$ cat src/rtl/arb_pkg.sv
// Shared types and helpers for the round-robin request arbiter.
// Holds the FSM state encoding and the modulo pointer increment.
package arb_pkg;

    typedef enum logic [1:0] {
        IDLE    = 2'd0,
        GRANT   = 2'd1,
        RELEASE = 2'd2
    } arb_state_e;

    localparam int unsigned DEF_N        = 2;
    localparam int unsigned DEF_MAX_HOLD = 8;

    function automatic int unsigned rr_next(
        input int unsigned ptr,
        input int unsigned n
    );
        return (ptr + 1 >= n) ? 0 : ptr + 1;
    endfunction

endpackage

$ cat src/rtl/rr_pick.sv
// Rotating-priority encoder: first set request at or after ptr, wrapping.
// Purely combinational; found is low when no request is set.
module rr_pick #(
    parameter int unsigned N  = 2,
    parameter int unsigned IW = (N > 1) ? $clog2(N) : 1
) (
    input  logic [N-1:0]  req,
    input  logic [IW-1:0] ptr,
    output logic          found,
    output logic [IW-1:0] sel
);

    function automatic int unsigned wrap_idx(
        input logic [IW-1:0] p,
        input int unsigned   k
    );
        int unsigned s;
        s = 32'(p) + k;
        if (s >= N) s = s - N;
        return s;
    endfunction

    always_comb begin
        found = 1'b0;
        sel   = '0;
        for (int unsigned k = 0; k < N; k++) begin
            if (!found && req[wrap_idx(ptr, k)]) begin
                found = 1'b1;
                sel   = IW'(wrap_idx(ptr, k));
            end
        end
    end

endmodule

$ cat src/rtl/rr_req_arbiter.sv
// Round-robin arbiter with registered grants, hold limit and dead cycles.
// Define ARB_ASSERT_EN to compile in protocol assertions and coverage.
module rr_req_arbiter
    import arb_pkg::*;
#(
    parameter  int unsigned N        = DEF_N,
    parameter  int unsigned MAX_HOLD = DEF_MAX_HOLD,
    localparam int unsigned IW       = (N > 1) ? $clog2(N) : 1
) (
    input  logic          clk,
    input  logic          rst,
    input  logic [N-1:0]  req,
    output logic [N-1:0]  gnt,
    output logic [IW-1:0] gnt_id,
    output logic          busy
);

    localparam int unsigned HW = $clog2(MAX_HOLD + 1);

    arb_state_e    state;
    logic [IW-1:0] ptr;
    logic [HW-1:0] hold_cnt;
    logic          found;
    logic [IW-1:0] sel;
    logic          owner_req;
    logic          at_limit;
    logic [IW-1:0] ptr_after;

    rr_pick #(
        .N  (N),
        .IW (IW)
    ) u_pick (
        .req   (req),
        .ptr   (ptr),
        .found (found),
        .sel   (sel)
    );

    assign owner_req = req[gnt_id];
    assign at_limit  = (hold_cnt == HW'(MAX_HOLD));
    assign ptr_after = IW'(rr_next(32'(gnt_id), N));

    always_ff @(posedge clk or posedge rst) begin
        if (rst) begin
            state    <= IDLE;
            ptr      <= '0;
            hold_cnt <= '0;
            gnt      <= '0;
            gnt_id   <= '0;
            busy     <= 1'b0;
        end else begin
            unique case (state)
                IDLE: begin
                    if (found) begin
                        gnt      <= {{(N-1){1'b0}}, 1'b1} << sel;
                        gnt_id   <= sel;
                        busy     <= 1'b1;
                        hold_cnt <= HW'(1);
                        state    <= GRANT;
                    end
                end
                GRANT: begin
                    // a dropped request wins over the hold limit
                    if (!owner_req || at_limit) begin
                        gnt    <= '0;
                        gnt_id <= '0;
                        busy   <= 1'b0;
                        ptr    <= ptr_after;
                        state  <= owner_req ? RELEASE : IDLE;
                    end else if (hold_cnt != '1) begin
                        hold_cnt <= hold_cnt + 1'b1;
                    end
                end
                RELEASE: begin
                    state <= IDLE;
                end
                default: begin
                    state <= IDLE;
                end
            endcase
        end
    end

`ifdef ARB_ASSERT_EN
    localparam int unsigned FAIR_LIM = N * (MAX_HOLD + 2);

    logic                 forced_rel;
    logic [15:0]          run_len;
    logic [N-1:0][15:0]   wait_cnt;

    assign forced_rel = (state == GRANT) && owner_req && at_limit;

    always_ff @(posedge clk or posedge rst) begin
        if (rst) begin
            run_len  <= '0;
            wait_cnt <= '0;
        end else begin
            run_len <= (gnt != '0) ? run_len + 1'b1 : '0;
            for (int i = 0; i < N; i++) begin
                if (req[i] && !gnt[i]) wait_cnt[i] <= wait_cnt[i] + 1'b1;
                else                   wait_cnt[i] <= '0;
            end
        end
    end

    a_onehot: assert property (@(posedge clk) disable iff (rst)
        $onehot0(gnt))
        else $error("%0t onehot gnt=%b req=%b", $time, gnt, req);

    a_first: assert property (@(posedge clk) disable iff (rst)
        (gnt != '0 && $past(gnt) == '0) |-> state == GRANT)
        else $error("%0t first gnt=%b req=%b", $time, gnt, req);

    a_hold: assert property (@(posedge clk) disable iff (rst)
        run_len <= 16'(MAX_HOLD))
        else $error("%0t hold gnt=%b req=%b", $time, gnt, req);

    for (genvar i = 0; i < N; i++) begin : g_chk
        a_req: assert property (@(posedge clk) disable iff (rst)
            gnt[i] |-> $past(req[i]))
            else $error("%0t req gnt=%b req=%b", $time, gnt, req);

        a_fair: assert property (@(posedge clk) disable iff (rst)
            wait_cnt[i] <= 16'(FAIR_LIM))
            else $error("%0t fair gnt=%b req=%b", $time, gnt, req);
    end

    c_forced: cover property (@(posedge clk) disable iff (rst)
        forced_rel);
`endif

endmodule

$ cat config.mk
export PLATFORM = sky130hd
export DESIGN_NAME = rr_req_arbiter
export DESIGN_NICKNAME = d
export VERILOG_FILES = /design/src/rtl/arb_pkg.sv /design/src/rtl/rr_pick.sv /design/src/rtl/rr_req_arbiter.sv
export SDC_FILE = /design/constraint.sdc
export NUM_CORES = 1
export LEC_CHECK = 0
export ABC_CLOCK_PERIOD_IN_PS = 1350
export CAP_MARGIN = 0
export CORE_AREA = 2 2 39 41
export CTS_CLUSTER_DIAMETER = 50
export DETAILED_ROUTE_END_ITERATION = 6
export DIE_AREA = 0 0 41 43
export GPL_ROUTABILITY_DRIVEN = 1
export PLACE_DENSITY_LB_ADDON = 0.25
export SETUP_SLACK_MARGIN = 0.15
export SLEW_MARGIN = 40
export SYNTH_ARGS = -nofsm -noshare
export SYNTH_HDL_FRONTEND = slang
export SYNTH_SLANG_ARGS = --single-unit
$ cat constraint.sdc
create_clock -name clk -period 1.35 [get_ports clk]
set_clock_uncertainty 0.2 [all_clocks]
set_input_delay 0.135 -clock clk [delete_from_list [all_inputs] [get_ports clk]]
set_output_delay 0.135 -clock clk [all_outputs]
set_load 0.02 [all_outputs]
; ---- Word-level counts from Yosys, hierarchy flattened
; Cells that the tools add are included.
[totals]
register_bits = 11
[classes]
add_sub_neg = 5
magnitude_cmp = 6
eq_ne = 7
shift = 1
n_mux = 29
reduce_logical = 10
[op_table]
columns = op, count
row1 = < comparator 32 x 2 -> 1 bit (second input constant), 2
row2 = two-way mux 32 bit, 2
row3 = greater-or-equal comparator 32 x 2 -> 1 bit (second input constant), 1
row4 = subtractor 32 x 2 -> 32 bit (second input constant), 1
row5 = two-way mux 1 bit, 14
row6 = two-way mux 4 bit, 3
row7 = two-way mux 2 bit, 5
row8 = != test 2 bit (second input constant), 4
row9 = one-hot mux 2 bit (2 select lines), 2
row10 = one-hot mux 4 bit (2 select lines), 1
row11 = adder 1 x 1 -> 2 bit (second input constant), 2
row12 = adder 4 x 1 -> 4 bit (second input constant), 1
row13 = == test 4 bit (second input constant), 1
row14 = != test 4 bit (second input constant), 1
row15 = one-hot mux 1 bit (2 select lines), 2
row16 = AND reduction 2 bit, 2
row17 = AND reduction 4 bit, 1
row18 = AND reduction 3 bit, 1
row19 = subtractor 1 x 2 -> 3 bit (second input constant), 1
row20 = == test 2 x 1 -> 1 bit (second input constant), 1
row21 = greater-or-equal comparator 1 x 2 -> 1 bit (second input constant), 1
row22 = greater-or-equal comparator 2 bit (second input constant), 1
row23 = logical NOT 1 bit, 2
row24 = logical NOT 2 bit, 1
row25 = 5 further kinds, 5

; ---- Depth between registers and ports, before layout
; Gate-level depths: netlist of the first run.
[depth]
word_depth = 11
ltp_mapped = 6

; ---- Cells and area by module
; From an unflattened synthesis of the first run, not the netlist that was laid out.
[hier_totals]
cells_unflattened = 54
area_unflattened_um2 = 548.0
[modules_own_cells]
columns = mod, n_inst, cells_per_inst, area_per_inst_um2, seq_area_each_um2
row1 = rr_req_arbiter, 1, 51, 530.5, 250.2
row2 = rr_pick, 1, 3, 17.5, 0.0

; ---- Least setup slack after synthesis of the first run
; No wires, ideal clock.
[synth_timing]
path_kind = reg2reg
startpoint = reg gnt[1] (netlist name)
endpoint = reg gnt[0]
setup_time_ps = 120
arrival_time_ps = 1273
required_ps = 1030
setup_slack_ps = -243
stages_incl_launch_ff = 5
n_path_buf = 0
period_less_slack_ps = 1593
cell_sequence = dfrtp_1 mux2_4 nand2_2 nand2_1 a31o_2
[synth_rtl]
columns = element, line
row1 = to (signal assigned), rr_req_arbiter.sv:55  ; gnt <= {{(N-1){1'b0}}, 1'b1} << sel;
row2 = to (decl), rr_req_arbiter.sv:13  ; output logic [N-1:0] gnt,

; ---- Worst setup path in the final report of the first run
[layout_timing]
startpoint = reg hold_cnt[0]
endpoint = reg hold_cnt[0]
[layout_between]
elab_chain_len = 4
[layout_lines]
columns = element, line
row1 = from (decl), rr_req_arbiter.sv:22  ; logic [HW-1:0] hold_cnt;
row2 = from (signal assigned), rr_req_arbiter.sv:71  ; hold_cnt <= hold_cnt + 1'b1;
row3 = adder 4 x 1 -> 4 bit / == test 4 bit (equally long branches), "rr_req_arbiter.sv:71, rr_req_arbiter.sv:40"
row4 = two-way mux 4 bit / logical OR 1 bit (equally long branches), "rr_req_arbiter.sv:70, rr_req_arbiter.sv:64"
row5 = two-way mux 4 bit / != test 2 bit (equally long branches), --
row6 = one-hot mux 4 bit (2 select lines) / AND reduction 4 bit (equally long branches), --
; Parallel ways exist; a longest one is shown, timed or not. The select of a mux whose other input is x is not followed.
; A chain may end at the register's enable or synchronous reset.

==> results of run 1 <==
## synthesized netlist by cell type (2+ instances only)
cell type and n:
inv_1 8, nand3_1 2, mux2i_1 2, a21oi_1 3, ha_1 2, nand2_1 4
o21ai_0 2, a21boi_0 2, dfrtp_1 10, nand4_1 2, nor2_1 2
## power by group
part	switching (mW)	internal [mW]
sequential	0.101	0.423
clock	0.115	0.164
combinational	0.573	0.597
total	0.790	1.18
## flip-flops by register name (all words and copies together), names as in the netlist
signal    cells
state         2
gnt           2
ptr           1
busy          1
hold_cnt      4
## critical path, cell delays in order (launching register included)
cell and delay, ns:
dfrtp_1 0.41, inv_2 0.07, ha_4 0.15, nand3b_1 0.17, nand3_2 0.15, mux2i_1 0.14
o22a_1 0.15
## what timing repair did
| action | in CTS | in global routing |
|---|---|---|
| pin swaps | 10 | 2 |
| setup buffers | 1 | 0 |
| endpoints found under the hold margin | 10 | 10 |
| endpoints found under the setup margin | 14 | 12 |
| gates resized for setup | 39 | 3 |
## logic make-up after synthesis
family | Yosys count
AO/OA/AOI/OAI | 16
multiplexers | 3
AND/OR/NAND/NOR | 18
adder cells (fa/ha/maj) | 2
flip-flops | 10
buffers and inverters | 9
## metal layers
metal	global-route usage (%)	wire [µm]	vias up	part of all wire [%]
li1	-	-	260	-
met4	15.3	65	0	4.6
met1	27.9	621	251	44
met2	28.7	674	13	47
met5	0	0	-	0
met3	5.24	60	7	4.2
## worst min-delay path by stage
stage	start	slack, ns	cells after the start	to
6_report	rst	-0.07	2	gnt[0]
5_1_grt	rst	-0.02	2	gnt[0]
4_1_cts	rst	-0.05	2	gnt[0]
3_5_place_dp	rst	0.25	2	ptr
3_3_place_gp	rst	0.24	2	gnt[0]
2_1_floorplan	rst	-0.22	1	busy
## final cells by class
type	count	area, µm²
Fill cell	113	483
Sequential cell	10	251
Inverter	8	30.0
Multi-Input combinational cell	39	373
Clock buffer	4	36.3
Tap cell	16	20.0
Timing Repair Buffer	23	190
## stage by stage
stage | cell area [µm²] | util (%)
finish | 901 | 65.1
global route | 901 | 65.1
CTS | 881 | 63.7
detailed placement | 768 | 55.5
global placement | 768 | 55.5
floorplan | 573 | -
==> results.sh, run 1 <==
export IMPL_rows=14
export IMPL_syn_inst=58
export IMPL_grt_pass1_vias=556
export IMPL_place_worst_setup_slack_ns=-0.343
export IMPL_arrival_ns=1.51
export IMPL_routabilityCongestion=0.791
export IMPL_ir_worst_vdd_mv=1.21
export IMPL_cp_max_fo=4
export IMPL_initial_core_util_pct=40.4
export IMPL_cts_tree="done"
export IMPL_viasPerCell=5.31
export IMPL_reg2regPathDepth=6
export IMPL_dpl_hpwl_um=983
export IMPL_final_cells=100
export IMPL_synth_warnings=0
export IMPL_end_kind="flop"
export IMPL_regToRegSetupSlack_ns=-0.19
export IMPL_required_ns=1.32
export IMPL_maxCapViolCount=0
export IMPL_clkTransAtPathRegs_ns=0.07
export IMPL_synth_compound_area_share_pct=20.1
export IMPL_htree_num_levels=1
export IMPL_crit_start="hold_cnt[0]"
export IMPL_power_density_nw_per_um2=2190
export IMPL_core_area_um2=1380
export IMPL_status="finished, violations left"
export IMPL_wire_per_inst_um=14.2
export IMPL_synth_simple_area_share_pct=17.7
export IMPL_drt_first_pass_iters=4
export IMPL_antenna_left=0
export IMPL_grt_first_pass_wirelength_mm=2.44
export IMPL_clkLatencyLatePin_ns=0.28
export IMPL_synth_nets=64
export IMPL_clock_fmax_ghz=0.651
export IMPL_area_growth_pct=61.1
export IMPL_start_kind="flop"
export IMPL_r2r_end="hold_cnt[0]"
export IMPL_hold_class="input pin to async pin"
export IMPL_max_slew_margin_rel_pct=63.8
export IMPL_clockBufferDepth=2
export IMPL_setup_viol_count_final=10
export IMPL_dieHeight_um=43
export IMPL_post_place_cells=95
export IMPL_synth_top_area_cell="dfrtp_1"
export IMPL_crit_end="hold_cnt[0]"
export IMPL_layout_setup_ws_ns=-0.186
export IMPL_fin_nets=91
export IMPL_synth_top_family_by_area="compound AO/OA/AOI/OAI gates"
export IMPL_finalPower_mw=1.97
export IMPL_post_route_period_util_pct=114
export IMPL_period_minus_slack_ns=1.54
export IMPL_yosysSeqAreaShare_pct=44.7
export IMPL_grt_max_degree=11
export IMPL_grt_total_usage_pct=21.2
export IMPL_tns_ns=-1.05
export IMPL_cts_sinks=10
export IMPL_synth_area_per_cell_um2=9.64
export IMPL_tightestPinTransition_ns=0.530
export IMPL_dr_total_vias=531
export IMPL_wirelength_mm=1.42
export IMPL_r2r_start="hold_cnt[0]"
export IMPL_worstSetupPathType="flop to flop"
export IMPL_overflow=0
export IMPL_ys_flop_type="dfrtp_1"
export IMPL_diodes=0
export IMPL_syn_area_um2=559
export IMPL_synth_area_top_cells="dfrtp_1 (45%), inv_1 (5.4%), ha_1 (4.5%)"
export IMPL_cts_buffers=3
export IMPL_cts_root_buf="clkbuf_4"
export IMPL_hold_violations=10
export IMPL_drt_iter0_markers=6
export IMPL_die_width_um=41
export IMPL_synth_cell_types=30
export IMPL_synth_top_area_share_pct=44.7
export IMPL_synth_edf_count=0
export IMPL_portBuffers=7
export IMPL_synthAdderAreaFrac_pct=4.47
export IMPL_synth_xor_area_share_pct=0
export IMPL_final_common_cell="buf_4"
export IMPL_drc=0
export IMPL_holdWs_ns=-0.0700
export IMPL_antenna_found_initial=0
export IMPL_die_area_um2=1760
export IMPL_layout_common_cells="buf_4 (14), dfrtp_1 (9), inv_1 (6), buf_6 (4)"
export IMPL_synth_area_mux_share_pct=6.26
export IMPL_report_final_slew_viol_count=0
export IMPL_grt_setup_unrepaired="yes"
export IMPL_failed_checks="hold timing, setup timing"
export IMPL_io_pins=8
export IMPL_async_reset_ff_share_pct=100
export IMPL_ys_ff_latch=10
export IMPL_p_leak_nw=0.412
export IMPL_drive_gt1_share_pct=52.4
Note: power is estimated with default switching activity, not from simulation.
==> run 2: changes to the inputs <==
--- a/config.mk
+++ b/config.mk
@@ -12,7 +12,7 @@
 export DETAILED_ROUTE_END_ITERATION = 6
 export DIE_AREA = 0 0 41 43
 export GPL_ROUTABILITY_DRIVEN = 1
-export PLACE_DENSITY_LB_ADDON = 0.25
+export PLACE_DENSITY = 0.67
 export SETUP_SLACK_MARGIN = 0.15
 export SLEW_MARGIN = 40
 export SYNTH_ARGS = -nofsm -noshare
==> results.sh, run 2 (synthesized netlist as in run 1, its figures left out) <==
export IMPL_status="finished, violations left"
export IMPL_failed_checks="hold timing, setup timing"
export IMPL_slowest_delay_ns=0.40
export IMPL_multi_input_area_um2=353
export IMPL_largest_reg_flops=4
export IMPL_hold_class="input pin to async pin"
export IMPL_r2r_start="hold_cnt[0]"
export IMPL_path_buf_inv=1
export IMPL_holdWs_ns=-0.0434
export IMPL_hold_violations=10
export IMPL_post_route_period_util_pct=114
export IMPL_cp_top_family="flip-flops"
export IMPL_die_area_um2=1760
export IMPL_overflow=0
export IMPL_drc=0
export IMPL_area_growth_pct=59.7
export IMPL_viasPerCell=5.36
export IMPL_die_width_um=41
export IMPL_drive_gt1_share_pct=50.6
export IMPL_power_density_nw_per_um2=2160
export IMPL_rows=14
export IMPL_top_regs="hold_cnt: 4 flops, gnt: 2 flops, state: 2 flops"
export IMPL_place_worst_setup_slack_ns=-0.287
export IMPL_initial_core_util_pct=40.4
export IMPL_tns_ns=-1.04
export IMPL_grt_pass1_vias=508
export IMPL_core_area_um2=1380
export IMPL_io_pins=8
export IMPL_setup_viol_count_final=10
export IMPL_register_area_um2=251
export IMPL_clkLatencyLatePin_ns=0.26
export IMPL_drt_iter0_markers=8
export IMPL_grt_total_usage_pct=18.9
export IMPL_power_switching_mw=0.782
export IMPL_antenna_found_initial=0
export IMPL_layout_setup_ws_ns=-0.187
export IMPL_cts_tree="done"
export IMPL_end_kind="flop"
export IMPL_top_register="hold_cnt"
export IMPL_cts_root_buf="clkbuf_4"
export IMPL_max_slew_margin_rel_pct=63.3
export IMPL_grt_max_degree=11
export IMPL_htree_num_levels=1
export IMPL_dieHeight_um=43
export IMPL_clockBufferDepth=2
export IMPL_netSwitchingFraction_pct=40.4
export IMPL_grt_first_pass_wirelength_mm=2.24
export IMPL_drt_first_pass_iters=4
export IMPL_cp_cell_sequence="inv_2 -> ha_4 -> nand3b_1 -> nand3_2 -> mux2i_1 -> o22a_1"
export IMPL_pwr_share_clk_pct=11.4
export IMPL_pwr_share_seq_pct=27.1
export IMPL_layout_common_cells="buf_4 (17), dfrtp_1 (9), inv_1 (6), buf_6 (4)"
export IMPL_routabilityCongestion=0.765
export IMPL_clkTransAtPathRegs_ns=0.07
export IMPL_cp_max_fo=4
export IMPL_final_common_cell="buf_4"
export IMPL_diodes=0
export IMPL_wire_per_inst_um=14.3
export IMPL_tightestPinTransition_ns=0.536
export IMPL_report_final_slew_viol_count=0
export IMPL_cpMaxStageDelayCell="dfrtp_1"
export IMPL_grt_setup_unrepaired="yes"
export IMPL_portBuffers=7
export IMPL_cts_buffers=3
export IMPL_comb_power_share_pct=61.5
export IMPL_required_ns=1.30
export IMPL_maxCapViolCount=0
export IMPL_start_kind="flop"
export IMPL_dr_total_vias=552
export IMPL_worstSetupPathType="flop to flop"
export IMPL_arrival_ns=1.49
export IMPL_period_minus_slack_ns=1.54
export IMPL_ir_worst_vdd_mv=1.05
export IMPL_fin_nets=94
export IMPL_cts_sinks=10
export IMPL_antenna_left=0
export IMPL_p_int_mw=1.15
export IMPL_wirelength_mm=1.47
export IMPL_dpl_hpwl_um=978
export IMPL_fill_cells=111
export IMPL_clock_fmax_ghz=0.651
export IMPL_crit_start="hold_cnt[0]"
export IMPL_p_leak_nw=0.416
run 2: cell count changes in the layout (fill, tap and decap cells not counted):
cell      previous run  this run
a21boi_2             2         1
nor4_2               0         1
buf_4               14        17
a21oi_2              0         1
o22ai_1              0         1
clkbuf_8             1         0
a21oi_1              3         2
o22ai_2              1         0
a211oi_1             0         1
clkbuf_1             0         1
nor4_4               1         0
a21boi_1             0         1
a211oi_2             1         0
run 2: layout make-up:
cell class                 instances  share of cell area (%)
clock buffer                       4                    2.94
inverter                           8                    3.36
multi-input combinational         39                    39.5
sequential                        10                    28.2
tap                               16                    2.24
timing repair buffer              26                    23.8
run 2: final timing paths:
check | cells after the start | endpoint | slack [ns]
min in group clk | 1 | busy | 0.29
worst max register to register | 6 | hold_cnt[0] | -0.19
worst min register to register | 1 | busy | 0.29
max in group asynchronous | 2 | gnt[1] | 0.68
worst max-delay path | 6 | hold_cnt[0] | -0.19
worst min-delay path | 2 | state[1] | -0.04
run 2: power groups by stage:
stage          logic (mW)  registers, mW  clock network, mW
6_report             1.19          0.524              0.220
2_1_floorplan       0.460          0.581                  0
4_1_cts              1.12          0.521              0.228
3_3_place_gp        0.965          0.513                  0
5_1_grt              1.29          0.541              0.239
3_5_place_dp        0.976          0.522                  0
run 2: what timing repair did:
item	4_1_cts	5_1_grt
gates cloned	0	0
endpoints found under the setup margin	14	12
hold endpoints to repair	10	5
gates resized for setup	36	3
setup buffers	2	1
pin swaps	11	1
run 2: per-layer routing:
metal	global-route usage [%]	wire length, µm	vias up
met5	0	0	-
met4	6.00	4	0
met3	4.71	65	2
met2	28.1	692	22
met1	26.1	706	260
li1	-	-	268
run 2: through the flow:
stage          std cells  power, mW  util [%]  cell area (µm²)
4_1_cts              102       1.87      62.9              871
3_3_place_gp          96       1.48      56.1              776
6_report             103       1.93      64.6              893
2_1_floorplan         58       1.04         -              573
3_5_place_dp          96       1.50      56.1              776
5_1_grt              103       2.07      64.6              893
